--- src/rtl/demux_nch_pkg.sv ---
// demux_nch_pkg: shared constants for the N-channel demux.
package demux_nch_pkg;
    localparam int MODE_SEL  = 0;
    localparam int MODE_RR   = 1;
    localparam int DEF_WIDTH = 10;
    localparam int DEF_N_CH  = 4;
    localparam int CNT_W     = 16;
endpackage

--- src/rtl/demux_nch_rr_if.sv ---
// demux_nch_rr_if: input handshake plus per-channel output bus of the demux.
// word_cnt exists only when DEMUX_NCH_CNT_EN is defined.
interface demux_nch_rr_if
    import demux_nch_pkg::*;
#(
    parameter int WIDTH = DEF_WIDTH,
    parameter int N_CH  = DEF_N_CH,
    parameter int SEL_W = $clog2(N_CH)
);
    logic                  in_valid;
    logic [WIDTH-1:0]      in_data;
    logic [SEL_W-1:0]      in_sel;
    logic                  in_ready;
    logic [N_CH-1:0]       out_valid;
    logic [N_CH*WIDTH-1:0] out_data;
    logic [N_CH-1:0]       out_ready;
    logic                  sel_err;
`ifdef DEMUX_NCH_CNT_EN
    logic [N_CH*CNT_W-1:0] word_cnt;
`endif
    modport slave (
        input  in_valid, in_data, in_sel, out_ready,
        output in_ready, out_valid, out_data, sel_err
`ifdef DEMUX_NCH_CNT_EN
        , output word_cnt
`endif
    );
    modport master (
        output in_valid, in_data, in_sel, out_ready,
        input  in_ready, out_valid, out_data, sel_err
`ifdef DEMUX_NCH_CNT_EN
        , input word_cnt
`endif
    );
endinterface

--- src/rtl/demux_slot.sv ---
// demux_slot: one-entry output holding register; a load in the drain cycle keeps it full.
module demux_slot #(
    parameter int WIDTH = 10
) (
    input  logic             clk,
    input  logic             reset,
    input  logic             i_load,
    input  logic [WIDTH-1:0] i_din,
    input  logic             i_drain,
    output logic             o_valid,
    output logic [WIDTH-1:0] o_dout
);
    logic             r_valid;
    logic [WIDTH-1:0] r_data;

    always_ff @(posedge clk or posedge reset) begin
        if (reset) begin
            r_valid <= 1'b0;
            r_data  <= '0;
        end else begin
            r_valid <= i_load | (r_valid & ~i_drain);
            if (i_load) r_data <= i_din;
        end
    end

    assign o_valid = r_valid;
    assign o_dout  = r_data;
endmodule

--- src/rtl/demux_nch_rr.sv ---
// demux_nch_rr: N-channel demux, external select or round-robin, registered per-channel slots.
// Define DEMUX_NCH_CNT_EN to add per-channel accepted-word counters on word_cnt.
module demux_nch_rr
    import demux_nch_pkg::*;
#(
    parameter int WIDTH = DEF_WIDTH,
    parameter int N_CH  = DEF_N_CH,
    parameter int SEL_W = $clog2(N_CH),
    parameter int MODE  = MODE_SEL
) (
    input logic           clk,
    input logic           reset,
    demux_nch_rr_if.slave bus
);
    logic [SEL_W-1:0]      r_rr_ptr;
    logic                  r_sel_err;
    logic [SEL_W-1:0]      w_tgt;
    logic                  w_in_range;
    logic                  w_acc;
    logic [N_CH-1:0]       w_hit;
    logic [N_CH-1:0]       w_load;
    logic [N_CH-1:0]       w_drain;
    logic [N_CH-1:0]       w_valid;
    logic [N_CH*WIDTH-1:0] w_data;

    assign w_tgt      = (MODE == MODE_RR) ? r_rr_ptr : bus.in_sel;
    assign w_in_range = {1'b0, w_tgt} < (SEL_W+1)'(N_CH);
    // Out-of-range targets are always ready so the word is swallowed
    assign bus.in_ready = ~w_in_range | (|(w_hit & (~w_valid | bus.out_ready)));
    assign w_acc   = bus.in_valid & bus.in_ready;
    assign w_load  = w_hit & {N_CH{w_acc}};
    assign w_drain = w_valid & bus.out_ready;

    for (genvar i = 0; i < N_CH; i++) begin : g_slot
        assign w_hit[i] = w_tgt == SEL_W'(i);
        demux_slot #(.WIDTH(WIDTH)) u_slot (
            .clk     (clk),
            .reset   (reset),
            .i_load  (w_load[i]),
            .i_din   (bus.in_data),
            .i_drain (w_drain[i]),
            .o_valid (w_valid[i]),
            .o_dout  (w_data[i*WIDTH +: WIDTH])
        );
    end

    always_ff @(posedge clk or posedge reset) begin
        if (reset) begin
            r_rr_ptr  <= '0;
            r_sel_err <= 1'b0;
        end else begin
            r_sel_err <= w_acc & ~w_in_range;
            if (MODE == MODE_RR && w_acc)
                r_rr_ptr <= (r_rr_ptr == SEL_W'(N_CH-1)) ? '0 : r_rr_ptr + 1'b1;
        end
    end

    assign bus.out_valid = w_valid;
    assign bus.out_data  = w_data;
    assign bus.sel_err   = r_sel_err;

`ifdef DEMUX_NCH_CNT_EN
    logic [CNT_W-1:0] r_cnt [N_CH];

    for (genvar i = 0; i < N_CH; i++) begin : g_cnt
        always_ff @(posedge clk or posedge reset) begin
            if (reset) r_cnt[i] <= '0;
            else if (w_load[i]) r_cnt[i] <= r_cnt[i] + 1'b1;
        end
        assign bus.word_cnt[i*CNT_W +: CNT_W] = r_cnt[i];
    end
`endif
endmodule

--- src/flat_wrapper.sv ---
// flat-port wrapper written by rule: the top's interface ports become plain ports
module demux_nch_rr_flat import demux_nch_pkg::*;
#(
    parameter int WIDTH = DEF_WIDTH,
    parameter int N_CH  = DEF_N_CH,
    parameter int SEL_W = $clog2(N_CH),
    parameter int MODE  = MODE_SEL
)
  (clk, reset, bus_in_valid, bus_in_data, bus_in_sel, bus_out_ready, bus_in_ready, bus_out_valid, bus_out_data, bus_sel_err);
  demux_nch_rr_if #(.WIDTH(WIDTH), .N_CH(N_CH), .SEL_W(SEL_W)) bus_i ();
  input logic clk;
  input logic reset;
  input wire logic [$bits(bus_i.in_valid)-1:0] bus_in_valid;
  input wire logic [$bits(bus_i.in_data)-1:0] bus_in_data;
  input wire logic [$bits(bus_i.in_sel)-1:0] bus_in_sel;
  input wire logic [$bits(bus_i.out_ready)-1:0] bus_out_ready;
  output wire logic [$bits(bus_i.in_ready)-1:0] bus_in_ready;
  output wire logic [$bits(bus_i.out_valid)-1:0] bus_out_valid;
  output wire logic [$bits(bus_i.out_data)-1:0] bus_out_data;
  output wire logic [$bits(bus_i.sel_err)-1:0] bus_sel_err;
  assign bus_i.in_valid = bus_in_valid;
  assign bus_i.in_data = bus_in_data;
  assign bus_i.in_sel = bus_in_sel;
  assign bus_i.out_ready = bus_out_ready;
  assign bus_in_ready = bus_i.in_ready;
  assign bus_out_valid = bus_i.out_valid;
  assign bus_out_data = bus_i.out_data;
  assign bus_sel_err = bus_i.sel_err;
  demux_nch_rr #(.WIDTH(WIDTH), .N_CH(N_CH), .SEL_W(SEL_W), .MODE(MODE)) u_core (.clk(clk), .reset(reset), .bus(bus_i));
endmodule
--- config.mk ---
export PLATFORM = sky130hd
export DESIGN_NAME = demux_nch_rr_flat
export DESIGN_NICKNAME = d
export VERILOG_FILES = /design/src/rtl/demux_nch_pkg.sv /design/src/rtl/demux_nch_rr_if.sv /design/src/rtl/demux_slot.sv /design/src/rtl/demux_nch_rr.sv /design/src/flat_wrapper.sv
export SDC_FILE = /design/constraint.sdc
export NUM_CORES = 1
export LEC_CHECK = 0
export CAP_MARGIN = 0
export CORE_UTILIZATION = 44
export DETAILED_ROUTE_END_ITERATION = 8
export GPL_ROUTABILITY_DRIVEN = 0
export PLACE_DENSITY = 0.87
export SLEW_MARGIN = 20
export SYNTH_ARGS = -nofsm -noshare
export SYNTH_HDL_FRONTEND = slang
export SYNTH_SLANG_ARGS = --single-unit
--- constraint.sdc ---
create_clock -name clk -period 1.7 [get_ports clk]
set_clock_uncertainty 0.1 [all_clocks]
set_input_delay 0.255 -clock clk [delete_from_list [all_inputs] [get_ports clk]]
set_output_delay 0.255 -clock clk [all_outputs]
set_load 0.005 [all_outputs]
==> out/results.ini <==
[run_status]
outcome=finished with violations
failed_checks=setup timing

[setup_path]
worstPathArrival_ns=1.37
start_kind=flop
required_ns=1.34
cp_slowest_cell=mux4_2
path_cells=nand2b_4 > mux4_2 > buf_2
crit_type=reg2out
worstPathMaxFanout=2
cp-end-kind=output port
cpPeakStageDelay_ns=0.47

[route]
firstDrtPassIters=4
ant_nets=0
drc=0
drt_iter0_drc=40
drt-met1-wl_um=1650
drt_wl_total_um=4020
wl_met2_um=2020
met3RoutedLength_um=328
via_per_inst=4.84
wl_per_cell_um=16.5
topRoutingLayerUsed=met4
vias=1177

[clock_network]
clk_pin_slew_worst_paths_ns=0.08
clock_latency_ns=0.29
clock-root-buffer=clkbuf_8
cts_buffers=5
cts_tree=done
clock_path_buffers=2
cts_max_level=2
clock_sinks=44

[layout]
final_common_cell=clkdlybuf4s50_1
syn_to_final_growth_pct=50.0
final_cell_mix=clkdlybuf4s50_1 (56), dfrtp_1 (44), mux2_2 (31)
drive_gt1_share_pct=40.0
nets=213
regArea_mm2=0.00110
n_antenna_cell=0
fill_cells=245
fin_cells=243
multiInputGateArea_um2=644

[die]
coreArea_mm2=0.00377
fp.dieW_um=65.8
fp.dieArea_mm2=0.00433
start_util_pct=47.5
die_h_um=65.8
rows=22
io_pins=65

[sta]
period_needed_ns=1.72
max_freq_mhz=581
rsz0062_at_grt=true
hold_violations=0
drv_slew=0
timing.final.ws_setup_ns=-0.0225
fin_crit_sh_pct=101
finalSetupViolCount=1

[logic_synthesis]
syn_inst=112
synth-simple-area-share_pct=5.02
yosysTopAreaCell=dfrtp_1
netlist.area_leader.share_pct=61.4
ys_seq_elements=44
synth_mux_area_share_pct=28.5
syn_avg_cell_area_um2=16.0
synth_flop_cell=dfrtp_1
ys_seq_area_share_pct=61.4
synth.cell_area_mm2=0.00179
yosys-top-cells-area=dfrtp_1 (61%), mux2_2 (19%), mux2_4 (7.5%)
synth_cell_types=17
yosys_warnings=0
synthArstFlopShare_pct=100
synth-edff-count=0
synth_compound_area_share_pct=0.279
synth_nets=131
synth_fa_ha_area_share_pct=0
synth_top_family_by_area=multiplexers
synth-xor-area-share_pct=0

[grt]
overflow=0
antenna_found_initial=0
grt_first_pass_wirelength_um=6680
grt.total_usage_pct=21.1
grt_pass1_vias=1338
grt_max_degree=29

[place]
io_buffers=63
dp_cells=228
dp_hpwl_um=2970

[min_path]
hold_path.class=in2async

[pwr]
p_total_uw=2890
powerDensity_mw_per_mm2=1070
irDropWorstVdd_mv=0.779
power.leakage_uw=0.00121

[job]
drv_cap=0

[cells by family after synthesis]
logic type / Yosys count
and+or+nand+nor: 15
DFF: 44
muxes: 41
buffers and inverters: 10
AOI/OAI and AO/OA: 1
other: 1
[worst paths after layout]
kind	to	cells after the start	startpoint	slack (ns)
max	bus_in_ready	3	u_core.g_slot[3].u_slot.o_valid$_DFF_PP0_	-0.02
min	u_core.g_slot[0].u_slot.o_dout[8]$_DFFE_PP0P_	3	reset	0.17
max reg2reg	u_core.g_slot[2].u_slot.o_dout[4]$_DFFE_PP0P_	6	u_core.g_slot[2].u_slot.o_valid$_DFF_PP0_	0.06
min reg2reg	u_core.g_slot[3].u_slot.o_dout[9]$_DFFE_PP0P_	1	u_core.g_slot[3].u_slot.o_dout[9]$_DFFE_PP0P_	0.41
max in group asynchronous	u_core.g_slot[3].u_slot.o_dout[3]$_DFFE_PP0P_	3	reset	1.01
min in group clk	u_core.g_slot[1].u_slot.o_valid$_DFF_PP0_	4	bus_out_ready[1]	0.36
[power breakdown]
part / leakage [µW] / switching (µW) / internal (µW)
Combinational: 0.000641 / 240 / 605
Clock: 0.0000445 / 335 / 330
Sequential: 0.000526 / 121 / 1250
Total: 0.00121 / 696 / 2190
[registers in the layout, indices dropped and copies added, names as in the netlist]
signal / flops
u_core.g_slot.u_slot.o_dout: 40
u_core.g_slot.u_slot.o_valid: 4
[layer usage]
layer | track usage (%) | vias up
met5 | 0 | -
met3 | 8.79 | 4
met2 | 35.5 | 41
met1 | 25.8 | 588
li1 | - | 544
met4 | 3.26 | 0
[worst max-delay path, delay by kind of cell (launching register included)]
family | cells | cell delay [ns]
buffers and inverters | 1 | 0.15
flip-flops | 1 | 0.40
multiplexers | 1 | 0.47
AND/OR/NAND/NOR | 1 | 0.06
[metrics by stage]
step                utilization, %  instance area [µm²]  setup slack [ns]  hold WS [ns]  setup TNS (ns)
global placement              66.9                 2520            -0.397         0.391           -6.40
floorplan                        -                 1790             0.314         0.263               0
global route                  71.3                 2690           -0.0736         0.205         -0.0786
detailed placement            66.9                 2520            -0.456         0.399           -7.55
CTS                           70.8                 2670           -0.0177         0.179         -0.0177
finish                        71.3                 2690           -0.0225         0.173         -0.0225
[synth_stat cells, drive strengths merged (2+ instances only)]
master,number
mux2,40
nand2,5
dfrtp,44
nand2b,4
nor2b,2
buf,9
[area by class of cell]
class,instances,area share [%]
clock buffer,7,3.21
clock inverter,1,0.279
inverter,1,0.140
multi-input combinational,58,24.0
sequential,44,40.9
tap,48,2.23
timing repair buffer,84,29.3
[repair_timing]
action                     CTS  global route
setup endpoints to repair    1            16
resized for setup           14             3
setup buffers                5             2
hold buffers                 0             0
Note: power is estimated with default switching activity, not from simulation.
